### src/rtl/hps_lw_axi_apb_bridge.sv
// Lightweight AXI3-to-APB bridge: one AXI transaction in flight, one APB
// access per beat, read/write arbitration with a toggling priority flag.
module hps_lw_axi_apb_bridge (
  input  logic        clk,
  input  logic        reset_n,
  input  logic        ar__valid,
  input  logic [11:0] ar__id,
  input  logic [31:0] ar__addr,
  input  logic [3:0]  ar__len,
  input  logic [2:0]  ar__size,
  input  logic [1:0]  ar__burst,
  output logic        arready,
  input  logic        aw__valid,
  input  logic [11:0] aw__id,
  input  logic [31:0] aw__addr,
  input  logic [3:0]  aw__len,
  input  logic [2:0]  aw__size,
  input  logic [1:0]  aw__burst,
  output logic        awready,
  input  logic        w__valid,
  input  logic [11:0] w__id,
  input  logic [31:0] w__data,
  input  logic [3:0]  w__strb,
  input  logic        w__last,
  output logic        wready,
  output logic        r__valid,
  output logic [11:0] r__id,
  output logic [31:0] r__data,
  output logic [1:0]  r__resp,
  output logic        r__last,
  output logic [3:0]  r__user,
  input  logic        rready,
  output logic        b__valid,
  output logic [11:0] b__id,
  output logic [1:0]  b__resp,
  output logic [3:0]  b__user,
  input  logic        bready,
  output logic        psel,
  output logic        penable,
  output logic        pwrite,
  output logic [15:0] paddr,
  output logic [31:0] pwdata,
  output logic [3:0]  pstrb,
  input  logic [31:0] prdata,
  input  logic        pready,
  input  logic        pslverr
);

  typedef enum logic [2:0] {
    IDLE, RD_SETUP, RD_ACCESS, RD_RESP, WR_DATA, WR_SETUP, WR_ACCESS, WR_RESP
  } state_t;

  state_t      state;
  logic        prio_wr;   // 0: read wins a tie, 1: write wins
  logic [11:0] id_q;
  logic [31:0] addr_q;
  logic [3:0]  len_q;
  logic [3:0]  beat_q;
  logic [1:0]  burst_q;
  logic        err_q;     // sticky write error across beats

  logic        idle;
  logic        last_beat;
  logic [31:0] addr_nxt;
  logic        unused;

  // Size is ignored (every beat is 32 bits); w id/last carry no meaning here.
  assign unused = ^{ar__size, aw__size, w__id, w__last};

  assign r__user = 4'd0;
  assign b__user = 4'd0;

  // Readies come straight from state, priority and the valids so a grant can
  // happen on the first edge after reset release.
  assign idle    = reset_n && (state == IDLE);
  assign arready = idle && ar__valid && (!aw__valid || !prio_wr);
  assign awready = idle && aw__valid && (!ar__valid || prio_wr);

  // WRAP is stepped like INCR; FIXED keeps the address.
  assign addr_nxt  = (burst_q == 2'b00) ? addr_q : addr_q + 32'd4;
  assign last_beat = (beat_q == len_q);

  // Transaction FSM; all AXI response and APB outputs are registered here.
  always_ff @(posedge clk or negedge reset_n) begin
    if (!reset_n) begin
      state    <= IDLE;
      prio_wr  <= 1'b0;
      id_q     <= '0;
      addr_q   <= '0;
      len_q    <= '0;
      beat_q   <= '0;
      burst_q  <= '0;
      err_q    <= 1'b0;
      wready   <= 1'b0;
      r__valid <= 1'b0;
      r__id    <= '0;
      r__data  <= '0;
      r__resp  <= '0;
      r__last  <= 1'b0;
      b__valid <= 1'b0;
      b__id    <= '0;
      b__resp  <= '0;
      psel     <= 1'b0;
      penable  <= 1'b0;
      pwrite   <= 1'b0;
      paddr    <= '0;
      pwdata   <= '0;
      pstrb    <= '0;
    end else begin
      case (state)
        IDLE: begin
          if (ar__valid && aw__valid) prio_wr <= ~prio_wr;
          if (arready) begin
            id_q    <= ar__id;
            addr_q  <= ar__addr;
            len_q   <= ar__len;
            burst_q <= ar__burst;
            beat_q  <= '0;
            psel    <= 1'b1;
            pwrite  <= 1'b0;
            paddr   <= ar__addr[15:0];
            pwdata  <= '0;
            pstrb   <= '0;
            state   <= RD_SETUP;
          end else if (awready) begin
            id_q    <= aw__id;
            addr_q  <= aw__addr;
            len_q   <= aw__len;
            burst_q <= aw__burst;
            beat_q  <= '0;
            wready  <= 1'b1;
            state   <= WR_DATA;
          end
        end
        RD_SETUP: begin
          penable <= 1'b1;
          state   <= RD_ACCESS;
        end
        RD_ACCESS: if (pready) begin
          psel     <= 1'b0;
          penable  <= 1'b0;
          r__valid <= 1'b1;
          r__id    <= id_q;
          r__data  <= prdata;
          r__resp  <= pslverr ? 2'b10 : 2'b00;
          r__last  <= last_beat;
          state    <= RD_RESP;
        end
        RD_RESP: if (rready) begin
          r__valid <= 1'b0;
          if (last_beat) begin
            state <= IDLE;
          end else begin
            beat_q <= beat_q + 4'd1;
            addr_q <= addr_nxt;
            paddr  <= addr_nxt[15:0];
            psel   <= 1'b1;
            state  <= RD_SETUP;
          end
        end
        WR_DATA: if (w__valid) begin
          wready <= 1'b0;
          pwdata <= w__data;
          pstrb  <= w__strb;
          pwrite <= 1'b1;
          paddr  <= addr_q[15:0];
          psel   <= 1'b1;
          state  <= WR_SETUP;
        end
        WR_SETUP: begin
          penable <= 1'b1;
          state   <= WR_ACCESS;
        end
        WR_ACCESS: if (pready) begin
          psel    <= 1'b0;
          penable <= 1'b0;
          err_q   <= err_q | pslverr;
          if (last_beat) begin
            b__valid <= 1'b1;
            b__id    <= id_q;
            b__resp  <= (err_q | pslverr) ? 2'b10 : 2'b00;
            state    <= WR_RESP;
          end else begin
            beat_q <= beat_q + 4'd1;
            addr_q <= addr_nxt;
            wready <= 1'b1;
            state  <= WR_DATA;
          end
        end
        WR_RESP: if (bready) begin
          b__valid <= 1'b0;
          err_q    <= 1'b0;
          state    <= IDLE;
        end
        default: state <= IDLE;
      endcase
    end
  end

endmodule
### config.mk
export PLATFORM = sky130hd
export DESIGN_NAME = hps_lw_axi_apb_bridge
export DESIGN_NICKNAME = d
export VERILOG_FILES = /design/src/rtl/hps_lw_axi_apb_bridge.sv
export SDC_FILE = /design/constraint.sdc
export NUM_CORES = 1
export LEC_CHECK = 0
export CAP_MARGIN = 25
export CORE_MARGIN = 1.5
export CORE_UTILIZATION = 46
export DETAILED_ROUTE_END_ITERATION = 16
export PLACE_DENSITY = 0.86
export SYNTH_ARGS = -nofsm -noshare
export SYNTH_HDL_FRONTEND = slang
export SYNTH_SLANG_ARGS = --single-unit
### constraint.sdc
create_clock -name clk -period 4.2 [get_ports clk]
set_clock_uncertainty 0.15 [all_clocks]
set_input_delay 0.42 -clock clk [delete_from_list [all_inputs] [get_ports clk]]
set_output_delay 0.42 -clock clk [all_outputs]
set_load 0.005 [all_outputs]
Word level (Yosys, flattened, before mapping):

Index checks and enable logic that the tools add are counted.

* memory bits (read-only): 0
* memories: 0
* register bits: 178
* logic and storage cells: 151
* memory bits (writable): 0
* latch bits: 0

* reductions and logical operators: 38
* $lt $le $gt $ge: 0
* add/sub/neg operators: 2
* shift-type cells: 0
* divide/modulo/power cells: 0
* multiplexer cells: 65
* $mul: 0
* eq/ne operators: 21
* bitwise gates (word level): 2

Operators by type and width (number)
* 32-bit 2-to-1 mux: 8
* 32-bit one-hot mux with 3 select lines: 1
* 16-bit 2-to-1 mux: 4
* 32-bit one-hot mux with 2 select lines: 1
* 16-bit one-hot mux with 3 select lines: 1
* 4-bit 2-to-1 mux: 9
* 32-bit by 3-bit adder with 32-bit output, second input constant: 1
* 12-bit 2-to-1 mux: 2
* 3-bit one-hot mux with 8 select lines: 1
* 2-bit inequality test, second input constant: 11
* 3-bit 2-to-1 mux: 7
* 6-bit AND reduction: 3
* 1-bit 2-to-1 mux: 17
* 3-bit equality test, second input constant: 4
* 4-bit one-hot mux with 3 select lines: 1
* 3-bit AND reduction: 4
* 2-bit 2-to-1 mux: 5
* 1-bit one-hot mux with 2 select lines: 5
* 2-bit nonzero test: 5
* 3-bit nonzero test: 3
* 4-bit one-hot mux with 2 select lines: 1
* 2-bit AND reduction: 4
* 4-bit AND reduction: 2
* 3-bit by 2-bit equality test with 1-bit output, second input constant: 2
* other kinds (17): 26

Longest topological paths before layout:

Gate-level depths: netlist of the first run.

* word-level depth: 7
* depth in mapped cells: 8

Least setup slack after synthesis of the first run:

No wires, ideal clock.

* path type: reg-to-reg
* from: register beat_q[0]
* to: register b__id[0]
* data arrival time: 1686 ps
* path slack: 2239 ps
* stages on the path, launching flop included: 6
* required time: 3925 ps
* period minus slack after synthesis: 1961 ps
* setup time: 125 ps
* cells stage by stage: dfrtp_1 > xnor2_1 > nand4_2 > nor2_2 > buf_4 > mux2_2

* longest elaborated chain between the ends: 2

RTL lines
* from (decl): RTL line 58 `logic [3:0] beat_q;`
* from (signal assigned): RTL line 154 `beat_q <= beat_q + 4'd1;`
* from (signal assigned): RTL line 184 `beat_q <= beat_q + 4'd1;`
* 4-bit equality test: RTL line 81 `assign last_beat = (beat_q == len_q);`
* 3-bit AND reduction (no line)
* to (signal assigned): RTL line 180 `b__id <= id_q;`
* to (decl): RTL line 34 `output logic [11:0] b__id,`

No other way between the ends.
A chain may end at the register's enable or synchronous reset.

Worst setup path in the final report of the first run:

* from: input port reset_n
* to: output port awready

* longest elaborated chain between the ends: 3

RTL lines
* from (decl): RTL line 5 `input logic reset_n,`
* 1-bit logical AND: RTL line 75 `assign idle = reset_n && (state == IDLE);`
* 1-bit logical AND (2 in series): RTL line 77 `assign awready = idle && aw__valid && (!ar__valid || prio_wr);`
* to (decl): RTL line 19 `output logic awready,`

No other way between the ends.

==> flow_summary_export.csv, run 1 <==
group,metric,value,unit
run_status,status,"finished, final reports clean",
placement,io_buffers,263,
die,core_area,0.0159,mm^2
timing,slew_headroom,42.6,%
detailed_routing,dr.first_iter.drc_count,451,
placement,dpl_worst_slack,1060,ps
die,rows,46,
timing,setup_violations,0,
worst_hold_path,whs_path_depth,1,
detailed_routing,wl_met3,1.43,mm
detailed_routing,wl_met2,10.8,mm
setup_path,cp.depth,5,
clock_network,clk_transition_reported_paths,60,ps
global_routing,gr-total-overflow,0,
power_and_ir_drop,p_int,5.12,mW
timing,layout_setup_ws,644,ps
setup_path,cp-start-kind,"input port",
setup_path,r2r_start,"state[1]",
worst_hold_path,min_from,"pwrite",
finish,syn_to_final_growth,44.0,%
timing,grt_setup_unrepaired,"false",
setup_path,crit_path_max_incr_delay,630,ps
setup_path,r2r_setup_slack,1270,ps
clock_network,cts_tree,"done",
synth,ys_types,78,
global_routing,grt_usage,25.9,%
synth,synthArstFlopShare,100,%
detailed_routing,highest_layer,"met4",
clock_network,cts_sinks,160,
power_and_ir_drop,cellPowerDensity,720,mW/mm^2
clock_network,cts_buffer_depth,2,
detailed_routing,drt-wirelength-per-cell,18.8,um
synth,seq_area_frac_synth,52.9,%
detailed_routing,vias_per_cell,5.53,
die,ios,325,
setup_path,worst-path-buf-inv,4,
detailed_routing,drc,0,
power_and_ir_drop,p_sw,2.72,mW
setup_path,r2r_end,"addr_q[10]",
global_routing,grt_max_degree,67,
finish,nets,1124,
power_and_ir_drop,power,7.84,mW
power_and_ir_drop,seq_power_share,35.3,%
clock_network,insertion_delay,430,ps
worst_hold_path,hp-class,"reg2reg",
synth,synthCells,676,
detailed_routing,dr.pass1.iters,7,
timing,final.period_utilization,84.7,%
timing,fmax,281,MHz
die,die-area,0.0172,mm^2
finish,drive_gt1_share,13.6,%
worst_hold_path,min_to,"pwrite",
timing,tightest_slew,862,ps
clock_network,htree_levels,4,
setup_path,criticalPathCategory,"in2out",
setup_path,arrival,2990,ps
die,start_util,47.4,%
global_routing,grt_pass1_wl,35.2,mm
die,fp.dieW,131,um
detailed_routing,drt_wl_total,21.8,mm
clock_network,cts_resized,0,
flow_run,cap_violations,0,
synth,synth-edff-count,0,
setup_path,crit_fanout,52,
setup_path,r2r_cells,5,
global_routing,antenna_found_initial,1,
setup_path,crit_required,3630,ps
detailed_routing,routed-via-count,6394,
synth,syn_area_per_cell,11.2,um^2
die,die_height,131,um
power_and_ir_drop,ir_drop,0.000317,V
clock_network,clockRootBuffer,"clkbuf_16",
global_routing,grt_pass1_vias,6392,
power_and_ir_drop,p_comb_share,44.6,%
synth,yosys_warnings,0,
setup_path,cp-end-kind,"output port",
synth,synth_seq_cells,160,
power_and_ir_drop,p_sw_share,34.7,%
timing,fin_crit,3560,ps
detailed_routing,met1Wirelength,8.77,mm
setup_path,crit_family,"buffers and inverters",
power_and_ir_drop,clkPwrFrac,20.1,%
timing,drv_slew,0,
setup_path,path_cells,"dlygate4sd3_1 > buf_6 > buf_4 > o2111a_1 > clkdlybuf4s50_1",
synth,synth-main-ff-cell,"dfrtp_1",
timing,hold_violations,0,
setup_path,crit_slowest_cell,"buf_4",
detailed_routing,ant_nets,0,
placement,hpwlAfterDp,15.6,mm
timing,finalSetupTns,0,ps
synth,syn-cell-area,0.00756,mm^2
power_and_ir_drop,p_leak,4.60,nW
placement,gp_congestion,0.869,
clock_network,cts_buffers,17,
[power by group through the flow]
stage | sequential (mW) | clock, mW | combinational [mW]
finish | 2.77 | 1.57 | 3.50
detailed placement | 2.78 | 0 | 3.48
global placement | 2.72 | 0 | 3.38
CTS | 2.76 | 1.60 | 3.50
global route | 2.87 | 1.66 | 3.77
floorplan | 2.67 | 0 | 1.96
[layer usage]
metal | global-route usage, % | vias up
li1 | - | 2933
met1 | 32.0 | 3111
met2 | 44.0 | 294
met3 | 5.25 | 56
met4 | 11.7 | 0
met5 | 0 | -
[metrics by stage]
step           std cells  instance area, um^2  util (%)  hold WS (ps)
6_report            1156                10900      68.3           327
5_1_grt             1156                10900      68.3           352
4_1_cts             1154                10900      68.2           333
3_5_place_dp        1121                10300      64.3           238
3_3_place_gp        1121                10300      64.3           238
2_1_floorplan        685                 7600         -         -25.6
[cells in the mapped netlist (6+ instances only)]
library cell	count	area, um^2
o22ai_1	6	37.5
buf_4	18	135
clkbuf_1	7	26.3
nand3_1	10	50.1
nor3_1	6	30.0
a31oi_1	24	150
inv_1	7	26.3
mux2_2	59	664
o21ai_0	31	155
nand2_1	98	368
dfrtp_1	160	4000
xnor2_1	10	87.6
a22o_1	40	350
a21o_1	7	52.6
a21oi_1	16	80.1
o22a_1	7	61.3
mux2i_1	8	80.1
nor2_1	37	139
buf_2	24	120
[final cells by class]
class                   instances  area (um^2)
diodes                          1         2.50
flip-flops and latches        160         4000
clock buffers                  22          474
well taps                     216          270
repair buffers                278         2760
clock inverters                10          125
fillers                      1219         5050
inverters                       8         30.0
multi-input cells             461         3220
[cell families (layout without fill, tap and decap cells)]
family	Yosys count	after routing	synth area share, %
xor+xnor	13	13	1.51
buf+inv	64	318	4.98
other cells	1	11	0.0496
fa+ha+maj	2	2	0.331
flops	160	160	52.9
compound gates	173	173	17.3
mux	68	68	9.99
simple gates	195	195	12.9
[worst max-delay path by stage]
stage / startpoint / to / slack, ps
floorplan: beat_q[0] / b__id[0] / 2240
global placement: w__valid / paddr[7] / 1090
detailed placement: ar__valid / paddr[7] / 1060
CTS: reset_n / awready / 620
global route: reset_n / awready / 440
finish: reset_n / awready / 640
[layout by cell type (no fill, tap or decap), types with 4 or more instances in the layout]
master,count
mux2i_1,8
o21ai_0,31
a22o_1,40
xnor2_1,10
dfrtp_1,160
buf_4,13
inv_1,7
conb_1,10
a21o_1,7
a21oi_1,16
a31oi_1,24
nor3_1,6
nor2b_1,4
a221oi_1,5
o22ai_1,6
o22a_1,7
and3_1,4
clkbuf_16,17
nor4_1,4
nand2_1,98
clkinvlp_4,4
nor2_1,36
nand3_1,10
clkdlybuf4s50_1,262
mux2_2,59
o21ai_1,5
[sequential cells by signal, indices dropped and copies added, names as in the netlist, 2 cells and up]
name / count
addr_q: 16
b__id: 12
beat_q: 4
burst_q: 2
id_q: 12
len_q: 4
paddr: 16
pstrb: 4
pwdata: 32
r__data: 32
r__id: 12
state: 3
[worst reg2reg max path: cells and delay by family, from the launching register on]
kind | cells | cell delay (ps)
AOI/OAI and AO/OA | 3 | 1430
buffers and inverters | 1 | 210
DFF | 1 | 910
and+or+nand+nor | 1 | 110
[timing repair]
| action | 4_1_cts | 5_1_grt |
|---|---|---|
| hold endpoints to repair | 43 | 0 |
| buffers inserted | 0 | 0 |
| hold buffers | 1 | 0 |
Note: power is estimated with default switching activity, not from simulation.
==> run 2, diff against run 1 <==
--- a/config.mk
+++ b/config.mk
@@ -7,9 +7,9 @@
 export LEC_CHECK = 0
 export CAP_MARGIN = 25
 export CORE_MARGIN = 1.5
-export CORE_UTILIZATION = 46
+export CORE_UTILIZATION = 43
 export DETAILED_ROUTE_END_ITERATION = 16
-export PLACE_DENSITY = 0.86
+export PLACE_DENSITY = 0.81
 export SYNTH_ARGS = -nofsm -noshare
 export SYNTH_HDL_FRONTEND = slang
 export SYNTH_SLANG_ARGS = --single-unit
==> constraint.sdc (replaced) <==
create_clock -name clk -period 3.6 [get_ports clk]
set_clock_uncertainty 0.15 [all_clocks]
set_input_delay 0.36 -clock clk [delete_from_list [all_inputs] [get_ports clk]]
set_output_delay 0.36 -clock clk [all_outputs]
set_load 0.005 [all_outputs]
==> run 2 against run 1 <==
- final area up 0.51%
- core utilization down 4.8 points
- total power up 16%
- count of clock-buffer cells in the layout down 4
- die area up 6.8%
- worst hold slack worse by 96 ps
- critical path type is now reg2out
- largest cell class unchanged
==> flow_summary_export.csv, run 2 (synthesized netlist as in run 1, its figures left out) <==
group,metric,value,unit
power_and_ir_drop,p_comb_share,44.5,%
finish,layout_commonest_cell,"clkdlybuf4s50_1",
die,die_height,136,um
detailed_routing,dr.first_iter.drc_count,326,
global_routing,grt_pass1_vias,6085,
global_routing,grt_pass1_wl,32.3,mm
die,start_util,43.9,%
finish,fin_util,63.5,%
clock_network,cts_sinks,160,
finish,syn_to_final_growth,44.7,%
power_and_ir_drop,p_leak,4.62,nW
setup_path,criticalPathCategory,"reg2out",
placement,dpl_cell_area,0.0103,mm^2
setup_path,arrival,2380,ps
flow_run,cap_violations,0,
timing,grt_setup_unrepaired,"false",
finish,final_cell_mix,"clkdlybuf4s50_1, dfrtp_1, nand2_1",
timing,tightest_slew,777,ps
placement,placed_cells,1131,
die,rows,48,
detailed_routing,drt-wirelength-per-cell,17.9,um
timing,setup_violations,0,
timing,fmax,346,MHz
setup_path,cp-start-kind,"flip-flop",
power_and_ir_drop,p_sw_share,34.6,%
die,core_area,0.0172,mm^2
setup_path,cp-end-kind,"output port",
detailed_routing,ant_nets,0,
global_routing,gr-total-overflow,0,
timing,finalSetupTns,0,ps
setup_path,r2r_setup_slack,830,ps
power_and_ir_drop,ir_drop,0.000384,V
setup_path,r2r_end,"addr_q[10]",
finish,num_antenna_cells,0,
timing,fin_crit,2890,ps
global_routing,antenna_found_initial,0,
power_and_ir_drop,seq_power_share,35.2,%
clock_network,cts_resized,0,
finish,final_cells,1166,
clock_network,cts_buffers,17,
clock_network,clk_transition_reported_paths,70,ps
setup_path,r2r_cells,6,
finish,final_area,0.0109,mm^2
finish,top_regs,"pwdata: 32 flops, r__data: 32 flops",
die,fp.dieW,136,um
timing,slew_headroom,48.1,%
detailed_routing,dr.pass1.iters,4,
finish,drive_gt1_share,13.9,%
finish,n_fill_cell,1394,
setup_path,crit_fanout,16,
detailed_routing,drt_wl_total,20.9,mm
detailed_routing,routed-via-count,6265,
timing,hold_violations,0,
clock_network,cts_buffer_depth,2,
detailed_routing,vias_per_cell,5.37,
power_and_ir_drop,cellPowerDensity,831,mW/mm^2
clock_network,insertion_delay,420,ps
power_and_ir_drop,clkPwrFrac,20.2,%
die,die-area,0.0184,mm^2
clock_network,cts_tree,"done",
run_status,status,"finished, final reports clean",
global_routing,grt_usage,22.6,%
power_and_ir_drop,p_sw,3.15,mW
finish,nets,1126,
setup_path,crit_required,3090,ps
placement,gp_congestion,0.859,
clock_network,htree_levels,4,
timing,drv_slew,0,
die,ios,325,
global_routing,grt_max_degree,74,
clock_network,clockRootBuffer,"clkbuf_16",
placement,io_buffers,263,
detailed_routing,drc,0,
placement,hpwlAfterDp,15.2,mm
setup_path,r2r_start,"state[1]",
timing,final.period_utilization,80.3,%
worst_hold_path,hp-class,"in2async",
power_and_ir_drop,p_int,5.94,mW
[run 2: cell count changes in the layout (fill, tap and decap cells not counted)]
cell and delta:
diode_2 -1, buf_12 +1, clkinvlp_4 -1, clkinv_4 +1, clkbuf_1 -1, inv_6 +1
inv_8 +3, buf_16 +1, clkbuf_8 -3
[run 2: worst max-delay path by stage]
| stage | startpoint | endpoint | slack, ps | cells after the start |
|---|---|---|---|---|
| floorplan | beat_q[0] | b__id[0] | 1640 | 5 |
| global placement | w__valid | paddr[7] | 440 | 7 |
| detailed placement | aw__valid | paddr[7] | 410 | 7 |
| CTS | reset_n | paddr[7] | 550 | 8 |
| global route | state[2] | awready | 590 | 3 |
| finish | state[2] | awready | 710 | 3 |
[run 2: layout make-up]
cell class | instances | area, um^2 | area share (%)
Sequential cell | 160 | 4000 | 36.6
Clock inverter | 14 | 169 | 1.54
Timing Repair Buffer | 280 | 2810 | 25.7
Tap cell | 225 | 282 | 2.57
Clock buffer | 18 | 429 | 3.92
Multi-Input combinational cell | 461 | 3220 | 29.4
Inverter | 8 | 30.0 | 0.274
[run 2: critical path: stages (launching register included)]
cell and delay (ps):
dfrtp_1 570, nor3_4 440, o2111a_1 370, clkdlybuf4s50_1 590
[run 2: metal layers]
metal	vias up	routed length [um]	GRT usage, %
li1	2945	-	-
met1	3045	8680	28.5
met2	240	10200	37.1
met3	35	1510	5.69
met4	0	516	9.50
met5	-	0	0
[run 2: power by group through the flow]
| stage | Sequential, mW | Clock [mW] | Combinational, mW |
|---|---|---|---|
| global placement | 3.19 | 0 | 3.97 |
| detailed placement | 3.23 | 0 | 4.05 |
| global route | 3.31 | 1.96 | 4.40 |
| floorplan | 3.12 | 0 | 2.28 |
| CTS | 3.21 | 1.88 | 4.07 |
| finish | 3.20 | 1.84 | 4.05 |
[run 2: what timing repair did]
item | CTS | global route
endpoints found under the hold margin | 24 | 0
setup buffers | 0 | 0
hold buffers | 1 | 0
[run 2: per-stage QoR]
step	worst slack [ps]	hold WS, ps	power (mW)
3_3_place_gp	438	95.0	7.15
5_1_grt	590	241	9.67
6_report	708	231	9.09
4_1_cts	554	228	9.16
3_5_place_dp	409	97.9	7.28
2_1_floorplan	1640	-85.6	5.40
